===== src/rtl/if_fetch_unit_pkg.sv =====
// Shared definitions for the instruction fetch stage: NOP encoding, fetch
// sequencer state encoding, prefetch entry layout and PC helpers.
package if_fetch_unit_pkg;

  // All-zero word presented to IF/ID when no real instruction is available.
  localparam logic [31:0] INST_NOP = 32'h0000_0000;

  // Byte distance between consecutive instruction words.
  localparam logic [31:0] PC_STEP = 32'h0000_0004;

  // Fetch sequencer states (2-bit encoding shared with the decode side).
  typedef enum logic [1:0] {
    S_IDLE = 2'd0,
    S_REQ  = 2'd1,
    S_WAIT = 2'd2,
    S_DROP = 2'd3
  } fetch_state_t;

  // One prefetch entry: the PC the word was fetched from and the word itself.
  typedef struct packed {
    logic [31:0] pc;
    logic [31:0] inst;
  } fetch_entry_t;

  // Sequential PC; wraps modulo 2^32 by construction.
  function automatic logic [31:0] next_pc(input logic [31:0] pc);
    return pc + PC_STEP;
  endfunction

  // Saturating increment used by the observation counters.
  function automatic logic [31:0] sat_inc(input logic [31:0] value);
    return (value == 32'hFFFF_FFFF) ? value : value + 32'h0000_0001;
  endfunction

endpackage


===== src/rtl/if_fetch_unit_if.sv =====
// Instruction memory request/response channel used by the fetch stage.
// The fetch unit is the master (drives req/addr); memory is the slave.
interface if_fetch_unit_if;
  logic        req;
  logic [31:0] addr;
  logic        gnt;
  logic        rvalid;
  logic [31:0] rdata;

  modport master (
    output req,
    output addr,
    input  gnt,
    input  rvalid,
    input  rdata
  );

  modport slave (
    input  req,
    input  addr,
    output gnt,
    output rvalid,
    output rdata
  );
endinterface


===== src/rtl/if_fetch_unit_fetch_fifo.sv =====
// Prefetch FIFO for the fetch stage: DEPTH entries of {pc, inst}.
// Flush has priority over push and pop; pop on an empty FIFO is ignored.
module if_fetch_unit_fetch_fifo
  import if_fetch_unit_pkg::*;
#(
  parameter int DEPTH = 2
) (
  input  logic                     clk,
  input  logic                     rst,
  input  logic                     push,
  input  logic                     pop,
  input  logic                     flush,
  input  fetch_entry_t             wdata,
  output fetch_entry_t             rdata,
  output logic [$clog2(DEPTH):0]   count,
  output logic                     empty
);

  localparam int AW = $clog2(DEPTH);
  localparam int CW = AW + 1;
  localparam logic [CW-1:0] FULL_COUNT = CW'(DEPTH);
  localparam logic [CW-1:0] CNT_ONE    = CW'(1);
  localparam logic [AW-1:0] PTR_ONE    = AW'(1);

  fetch_entry_t  mem [DEPTH];
  logic [AW-1:0] rd_ptr;
  logic [AW-1:0] wr_ptr;
  logic          full;
  logic          do_push;
  logic          do_pop;

  // Qualify requests: no pop from empty, no push into full unless a pop frees a slot.
  always_comb begin
    empty   = (count == '0);
    full    = (count == FULL_COUNT);
    do_pop  = pop && !empty && !flush;
    do_push = push && !flush && (!full || do_pop);
  end

  // Head entry, all-zero when nothing is stored.
  always_comb begin
    if (empty) begin
      rdata = '0;
    end else begin
      rdata = mem[rd_ptr];
    end
  end

  // Entry storage; payload needs no reset because count gates visibility.
  always_ff @(posedge clk) begin
    if (do_push) begin
      mem[wr_ptr] <= wdata;
    end
  end

  // Pointers and occupancy; a flush empties the FIFO regardless of push/pop.
  always_ff @(posedge clk or posedge rst) begin
    if (rst) begin
      rd_ptr <= '0;
      wr_ptr <= '0;
      count  <= '0;
    end else if (flush) begin
      rd_ptr <= '0;
      wr_ptr <= '0;
      count  <= '0;
    end else begin
      if (do_push) begin
        wr_ptr <= wr_ptr + PTR_ONE;
      end
      if (do_pop) begin
        rd_ptr <= rd_ptr + PTR_ONE;
      end
      case ({do_push, do_pop})
        2'b10:   count <= count + CNT_ONE;
        2'b01:   count <= count - CNT_ONE;
        default: count <= count;
      endcase
    end
  end

endmodule


===== src/rtl/if_fetch_unit.sv =====
// Instruction fetch stage feeding the IF/ID register.
// Owns the fetch PC, keeps at most one request outstanding to a
// variable-latency instruction memory, buffers returned words in a small
// prefetch FIFO and presents {pc, inst} (or an all-zero bubble) to IF/ID.
// Optional build macro: FETCH_PERF_CNT_EN adds saturating bubble/drop counters.
module if_fetch_unit
  import if_fetch_unit_pkg::*;
#(
  parameter logic [31:0] RESET_PC   = 32'h0000_0000,
  parameter int          FIFO_DEPTH = 2
) (
  input  logic                clk_i,
  input  logic                rst_i,
  input  logic                hazard_i,
  input  logic                branch_i,
  input  logic [31:0]         branch_target_i,
  if_fetch_unit_if.master     imem,
  output logic [31:0]         pc_o,
  output logic [31:0]         inst_o,
  output logic                valid_o
`ifdef FETCH_PERF_CNT_EN
  ,
  output logic [31:0]         perf_bubble_o,
  output logic [31:0]         perf_drop_o
`endif
);

  localparam int CW = $clog2(FIFO_DEPTH) + 1;
  localparam logic [CW-1:0] DEPTH_C = CW'(FIFO_DEPTH);
  localparam logic [CW-1:0] CNT_ONE = CW'(1);

  fetch_state_t  state;
  logic [31:0]   fetch_pc;
  logic [31:0]   req_pc;
  logic [31:0]   addr;
  logic          req;

  fetch_entry_t  head;
  fetch_entry_t  push_entry;
  logic [CW-1:0] count;
  logic          empty;
  logic          push;
  logic          pop;
  logic [CW-1:0] post_count;
  logic          room_after_push;

  assign imem.req  = req;
  assign imem.addr = addr;

  // Present the FIFO head to IF/ID, or a zero bubble when nothing is buffered.
  always_comb begin
    valid_o = !empty;
    if (empty) begin
      pc_o   = 32'h0000_0000;
      inst_o = INST_NOP;
    end else begin
      pc_o   = head.pc;
      inst_o = head.inst;
    end
  end

  // FIFO control: consume when IF/ID takes the head, fill from a kept response.
  always_comb begin
    pop             = !empty && !hazard_i && !branch_i;
    push            = (state == S_WAIT) && imem.rvalid && !branch_i;
    push_entry.pc   = req_pc;
    push_entry.inst = imem.rdata;
    if (pop) begin
      post_count = count;
    end else begin
      post_count = count + CNT_ONE;
    end
    room_after_push = (post_count < DEPTH_C);
  end

  if_fetch_unit_fetch_fifo #(
    .DEPTH (FIFO_DEPTH)
  ) u_fifo (
    .clk   (clk_i),
    .rst   (rst_i),
    .push  (push),
    .pop   (pop),
    .flush (branch_i),
    .wdata (push_entry),
    .rdata (head),
    .count (count),
    .empty (empty)
  );

  // Fetch sequencer: PC, request address/valid and the outstanding transaction.
  always_ff @(posedge clk_i or posedge rst_i) begin
    if (rst_i) begin
      state    <= S_IDLE;
      fetch_pc <= RESET_PC;
      req_pc   <= RESET_PC;
      addr     <= RESET_PC;
      req      <= 1'b0;
    end else begin
      // A redirect always retargets the fetch PC; the REQ grant case below
      // overrides this only when no branch is present.
      if (branch_i) begin
        fetch_pc <= branch_target_i;
      end
      case (state)
        S_IDLE: begin
          if (branch_i) begin
            state <= S_REQ;
            req   <= 1'b1;
            addr  <= branch_target_i;
          end else if (count < DEPTH_C) begin
            state <= S_REQ;
            req   <= 1'b1;
            addr  <= fetch_pc;
          end else begin
            state <= S_IDLE;
            req   <= 1'b0;
          end
        end
        S_REQ: begin
          if (imem.gnt && !branch_i) begin
            state    <= S_WAIT;
            req      <= 1'b0;
            req_pc   <= addr;
            fetch_pc <= next_pc(addr);
          end else if (imem.gnt) begin
            // Granted but already stale: its response must be swallowed.
            state <= S_DROP;
            req   <= 1'b0;
          end else if (branch_i) begin
            // Not yet granted, so the request can simply be retargeted.
            state <= S_REQ;
            req   <= 1'b1;
            addr  <= branch_target_i;
          end else begin
            state <= S_REQ;
            req   <= 1'b1;
          end
        end
        S_WAIT: begin
          if (imem.rvalid && !branch_i) begin
            if (room_after_push) begin
              state <= S_REQ;
              req   <= 1'b1;
              addr  <= fetch_pc;
            end else begin
              state <= S_IDLE;
              req   <= 1'b0;
            end
          end else if (imem.rvalid) begin
            state <= S_IDLE;
            req   <= 1'b0;
          end else if (branch_i) begin
            state <= S_DROP;
            req   <= 1'b0;
          end else begin
            state <= S_WAIT;
            req   <= 1'b0;
          end
        end
        S_DROP: begin
          if (imem.rvalid) begin
            state <= S_IDLE;
          end else begin
            state <= S_DROP;
          end
          req <= 1'b0;
        end
        default: begin
          state <= S_IDLE;
          req   <= 1'b0;
        end
      endcase
    end
  end

`ifdef FETCH_PERF_CNT_EN
  logic        discard;
  logic [31:0] bubble_cnt;
  logic [31:0] drop_cnt;

  // A response is thrown away when it belongs to a squashed fetch.
  always_comb begin
    discard = imem.rvalid &&
              ((state == S_DROP) || ((state == S_WAIT) && branch_i));
  end

  // Saturating observation counters for bubbles and discarded responses.
  always_ff @(posedge clk_i or posedge rst_i) begin
    if (rst_i) begin
      bubble_cnt <= 32'h0000_0000;
      drop_cnt   <= 32'h0000_0000;
    end else begin
      if (!valid_o && !hazard_i) begin
        bubble_cnt <= sat_inc(bubble_cnt);
      end
      if (discard) begin
        drop_cnt <= sat_inc(drop_cnt);
      end
    end
  end

  assign perf_bubble_o = bubble_cnt;
  assign perf_drop_o   = drop_cnt;
`endif

endmodule

===== src/flat_wrapper.sv =====
// flat-port wrapper written by rule: the top's interface ports become plain ports
module if_fetch_unit_flat import if_fetch_unit_pkg::*;
#(
  parameter logic [31:0] RESET_PC   = 32'h0000_0000,
  parameter int          FIFO_DEPTH = 2
)
  (clk_i, rst_i, hazard_i, branch_i, branch_target_i, pc_o, inst_o, valid_o, imem_req, imem_addr, imem_gnt, imem_rvalid, imem_rdata);
  if_fetch_unit_if imem_i ();
  input  logic clk_i;
  input  logic rst_i;
  input  logic hazard_i;
  input  logic branch_i;
  input  logic [31:0] branch_target_i;
  output logic [31:0] pc_o;
  output logic [31:0] inst_o;
  output logic valid_o;
  output wire logic [$bits(imem_i.req)-1:0] imem_req;
  output wire logic [$bits(imem_i.addr)-1:0] imem_addr;
  input wire logic [$bits(imem_i.gnt)-1:0] imem_gnt;
  input wire logic [$bits(imem_i.rvalid)-1:0] imem_rvalid;
  input wire logic [$bits(imem_i.rdata)-1:0] imem_rdata;
  assign imem_req = imem_i.req;
  assign imem_addr = imem_i.addr;
  assign imem_i.gnt = imem_gnt;
  assign imem_i.rvalid = imem_rvalid;
  assign imem_i.rdata = imem_rdata;
  if_fetch_unit #(.RESET_PC(RESET_PC), .FIFO_DEPTH(FIFO_DEPTH)) u_core (.clk_i(clk_i), .rst_i(rst_i), .hazard_i(hazard_i), .branch_i(branch_i), .branch_target_i(branch_target_i), .imem(imem_i), .pc_o(pc_o), .inst_o(inst_o), .valid_o(valid_o));
endmodule

===== config.mk =====
export PLATFORM = sky130hd
export DESIGN_NAME = if_fetch_unit_flat
export DESIGN_NICKNAME = d
export VERILOG_FILES = /design/src/rtl/if_fetch_unit_pkg.sv /design/src/rtl/if_fetch_unit_if.sv /design/src/rtl/if_fetch_unit_fetch_fifo.sv /design/src/rtl/if_fetch_unit.sv /design/src/flat_wrapper.sv
export SDC_FILE = /design/constraint.sdc
export NUM_CORES = 1
export LEC_CHECK = 0
export BUFFER_PORTS_ARGS = -buffer_cell sky130_fd_sc_hd__buf_2
export CORE_ASPECT_RATIO = 1.25
export CORE_MARGIN = 5
export CORE_UTILIZATION = 45
export CTS_BUF_LIST = sky130_fd_sc_hd__clkbuf_4 sky130_fd_sc_hd__clkbuf_8
export CTS_CLUSTER_DIAMETER = 60
export DETAILED_ROUTE_END_ITERATION = 16
export GPL_TIMING_DRIVEN = 0
export PLACE_DENSITY = 0.71
export RECOVER_POWER = 100
export SETUP_SLACK_MARGIN = 0.3
export SLEW_MARGIN = 10
export SYNTH_ARGS = -nofsm -noshare
export SYNTH_HDL_FRONTEND = slang
export SYNTH_SLANG_ARGS = --single-unit

===== constraint.sdc =====
create_clock -name clk_i -period 11.57 [get_ports clk_i]
set_input_delay 1.7355 -clock clk_i [delete_from_list [all_inputs] [get_ports clk_i]]
set_output_delay 1.7355 -clock clk_i [all_outputs]
set_load 0.05 [all_outputs]

==> metrics.yaml <==
postCtsSetupBuffers: 0
synth-seq-cells: 231
core_mm2: 0.02304
clock-sinks: 231
slew_viol_final: 106
ys_warn_count: 0
grt_max_degree: 58
ir_drop_mv: 0.1846
period_share_pct: 46.78
io_buffer_count: 167
dp_cells: 1344
final_cell_area_mm2: 0.01235
path_depth: 3
cp.buffers_inverters: 3
leakage_nw: 4.658
root_buffer: "clkbuf_8"
numCtsBuffers: 36
fp-row-count: 62
path_cells: "buf_2 -> clkinvlp_2 -> clkbuf_1"
cts_hold_buffers: 0
synth_edf_count: 128
fin_nets: 1173
final_antenna_net_count: 0
grt_pass1_wl_um: 42600
required_ns: 11.52
antenna_found_initial: 2
cts.repair.resized: 0
dieHeight_um: 181.0
holdPathStages: 0
mostFrequentLayoutCells: "clkbuf_1, nor2_1, edfxtp_1"
arrival_ns: 5.37
setup_viol: 0
place_area_mm2: 0.01185
place_hpwl_um: 18790
seq_area_frac_synth_pct: 60.99
max_stage_delay_ns: 2.23
dieWidth_um: 146.8
status: "finished, violations left"
endpoint_kind: "asynchronous set/reset pin"
path_class: "input port to asynchronous set/reset pin"
finalHoldViolCount: 0
hold_class: "flip-flop to flip-flop"
cp_max_fo: 57
cts_tree: "built"
tns_ns: 0
dr.pass1.iters: 5
wl_um: 26500
setup_ws_ns: 6.157
worstMarginPinSlew_ns: 3.049
rsz0062_at_grt: "no"
cts_buffer_depth: 3
power-per-cell-area_mw_per_mm2: 308.9
wl_per_cell_um: 18.77
startpoint_type: "input port"
grt_overflow_total: 0
cts_max_level: 2
worst_r2r_path_depth: 6
syn_avg_cell_area_um2: 11.91
fp.dieArea_mm2: 0.02658
period_minus_slack_ns: 5.413
area_delta_synth_final_pct: 17.27
num-fill-cells: 2061
slew_headroom_pct: -103.3
place_ws_ns: 7.516
fmax_mhz: 184.8
fin_cells: 1412
cpLargestDelayFamily: "buffers and inverters"
syn_area_mm2: 0.01053
start_util_pct: 45.70
synthCells: 884
final_layout_size_suffix_gt1_share_pct: 17.91
slowest_stage: "clkbuf_1"
clk_latency_ns: 0.53
dr_total_vias: 7662
ioPinCount: 168
drcViolationCount: 0
ys_async_sr_fraction_pct: 44.59
synth_ff_type: "edfxtp_1"
violations: "capacitance limit, slew limit"
synth_nets: 963
grt_pass1_vias: 7764
yosys.cell_types.count: 53
via_per_inst: 5.426
grt_use_total_pct: 19.92
dr.first_iter.drc_count: 463
finClkSkew_ns: 0.01929
clkSlewWorstSetupHoldPaths_ns: 0.07
max-cap-violations: 3
place_congestion: 0.9438
[path summary, 6_finish.rpt]
| kind | from | to | slack, ns |
|---|---|---|---|
| max | rst_i | u_core.req_pc[7] | 6.16 |
| min | u_core.req_pc[23] | u_core.u_fifo.mem[1][55] | 0.47 |
| max reg2reg | u_core.state[0] | u_core.u_fifo.mem[1][56] | 7.47 |
| min reg2reg | u_core.req_pc[23] | u_core.u_fifo.mem[1][55] | 0.47 |
| max in group clk_i | branch_i | u_core.u_fifo.mem[1][56] | 6.32 |
| min in group asynchronous | rst_i | u_core.req_pc[25] | 1.78 |
[cells in the mapped netlist (all sizes together), types with 4 or more instances]
library cell	count	area, um2
and2	4	25.02
nand3	13	65.06
dfrtp	103	2577
nor2	152	570.6
or4	9	67.56
inv	13	48.80
nor4	5	37.53
and4	5	48.80
o21ai	6	30.03
a211oi	6	50.05
ha	9	112.6
nand4	13	96.34
clkbuf	30	113.9
a221oi	30	262.8
nand2	100	377.9
buf	30	155.1
xnor2	6	52.55
o31ai	10	75.07
edfxtp	128	3844
a21oi	30	150.1
a31oi	10	62.56
xor2	8	70.07
mux2i	71	710.7
mux2	58	653.1
[registers in the layout, indices dropped and copies added, names as in the netlist]
signal                flops
u_core.state              2
u_core.fetch_pc          32
u_core.u_fifo.mem       128
u_core.u_fifo.rd_ptr      1
u_core.u_fifo.count       2
u_core.imem.req           1
u_core.imem.addr         32
u_core.req_pc            32
u_core.u_fifo.wr_ptr      1
[final cells by class]
class | instances | area, um2 | share of cell area (%)
well taps | 288 | 360.3 | 2.919
multi-input cells | 580 | 3785 | 30.65
repair buffers | 172 | 719.4 | 5.827
clock inverters | 12 | 90.09 | 0.7296
clock buffers | 54 | 661.9 | 5.361
plain buffers | 60 | 254.0 | 2.057
inverters | 13 | 50.05 | 0.4054
diodes | 2 | 5.005 | 0.04054
flip-flops and latches | 231 | 6421 | 52.01
[worst register-to-register path, delay by kind of cell (launching register included)]
kind                     cells  cell delay [ns]
buffers and inverters        3             1.64
flip-flops                   1             0.42
AND/OR/NAND/NOR              2             1.40
adder cells (fa/ha/maj)      1             0.23
[logic make-up (layout without fill, tap and decap cells)]
group	count (synthesis)	after routing	synth area share, %
AO/OA/AOI/OAI	110	110	7.510
flip-flops	231	231	60.99
XOR/XNOR	14	14	1.165
other	0	2	0
adder cells (fa/ha/maj)	9	9	1.070
AND/OR/NAND/NOR	318	318	13.30
buffers and inverters	73	311	3.018
multiplexers	129	129	12.95
[per-layer routing]
metal  part of all wire, %  global-route usage, %
met5                     0                      0
met4                   2.3                  6.137
met3                   6.2                  3.960
met2                    52                  35.32
met1                    39                  24.49
[per-stage QoR]
stage               utilization, %  hold WS [ns]  power [mW]
finish                       53.59        0.4682       3.814
CTS                          54.71        0.4680       3.894
detailed placement           51.44        0.4561       3.176
floorplan                        -        0.4419       2.672
global placement             50.89        0.4487       3.135
global route                 53.59        0.4785       4.043
[power breakdown]
part	total (mW)	switching, mW	internal, mW
logic	1.84	1.32	0.517
clock network	0.706	0.314	0.392
registers	1.27	0.187	1.08
total	3.81	1.82	1.99
Note: power is estimated with default switching activity, not from simulation.
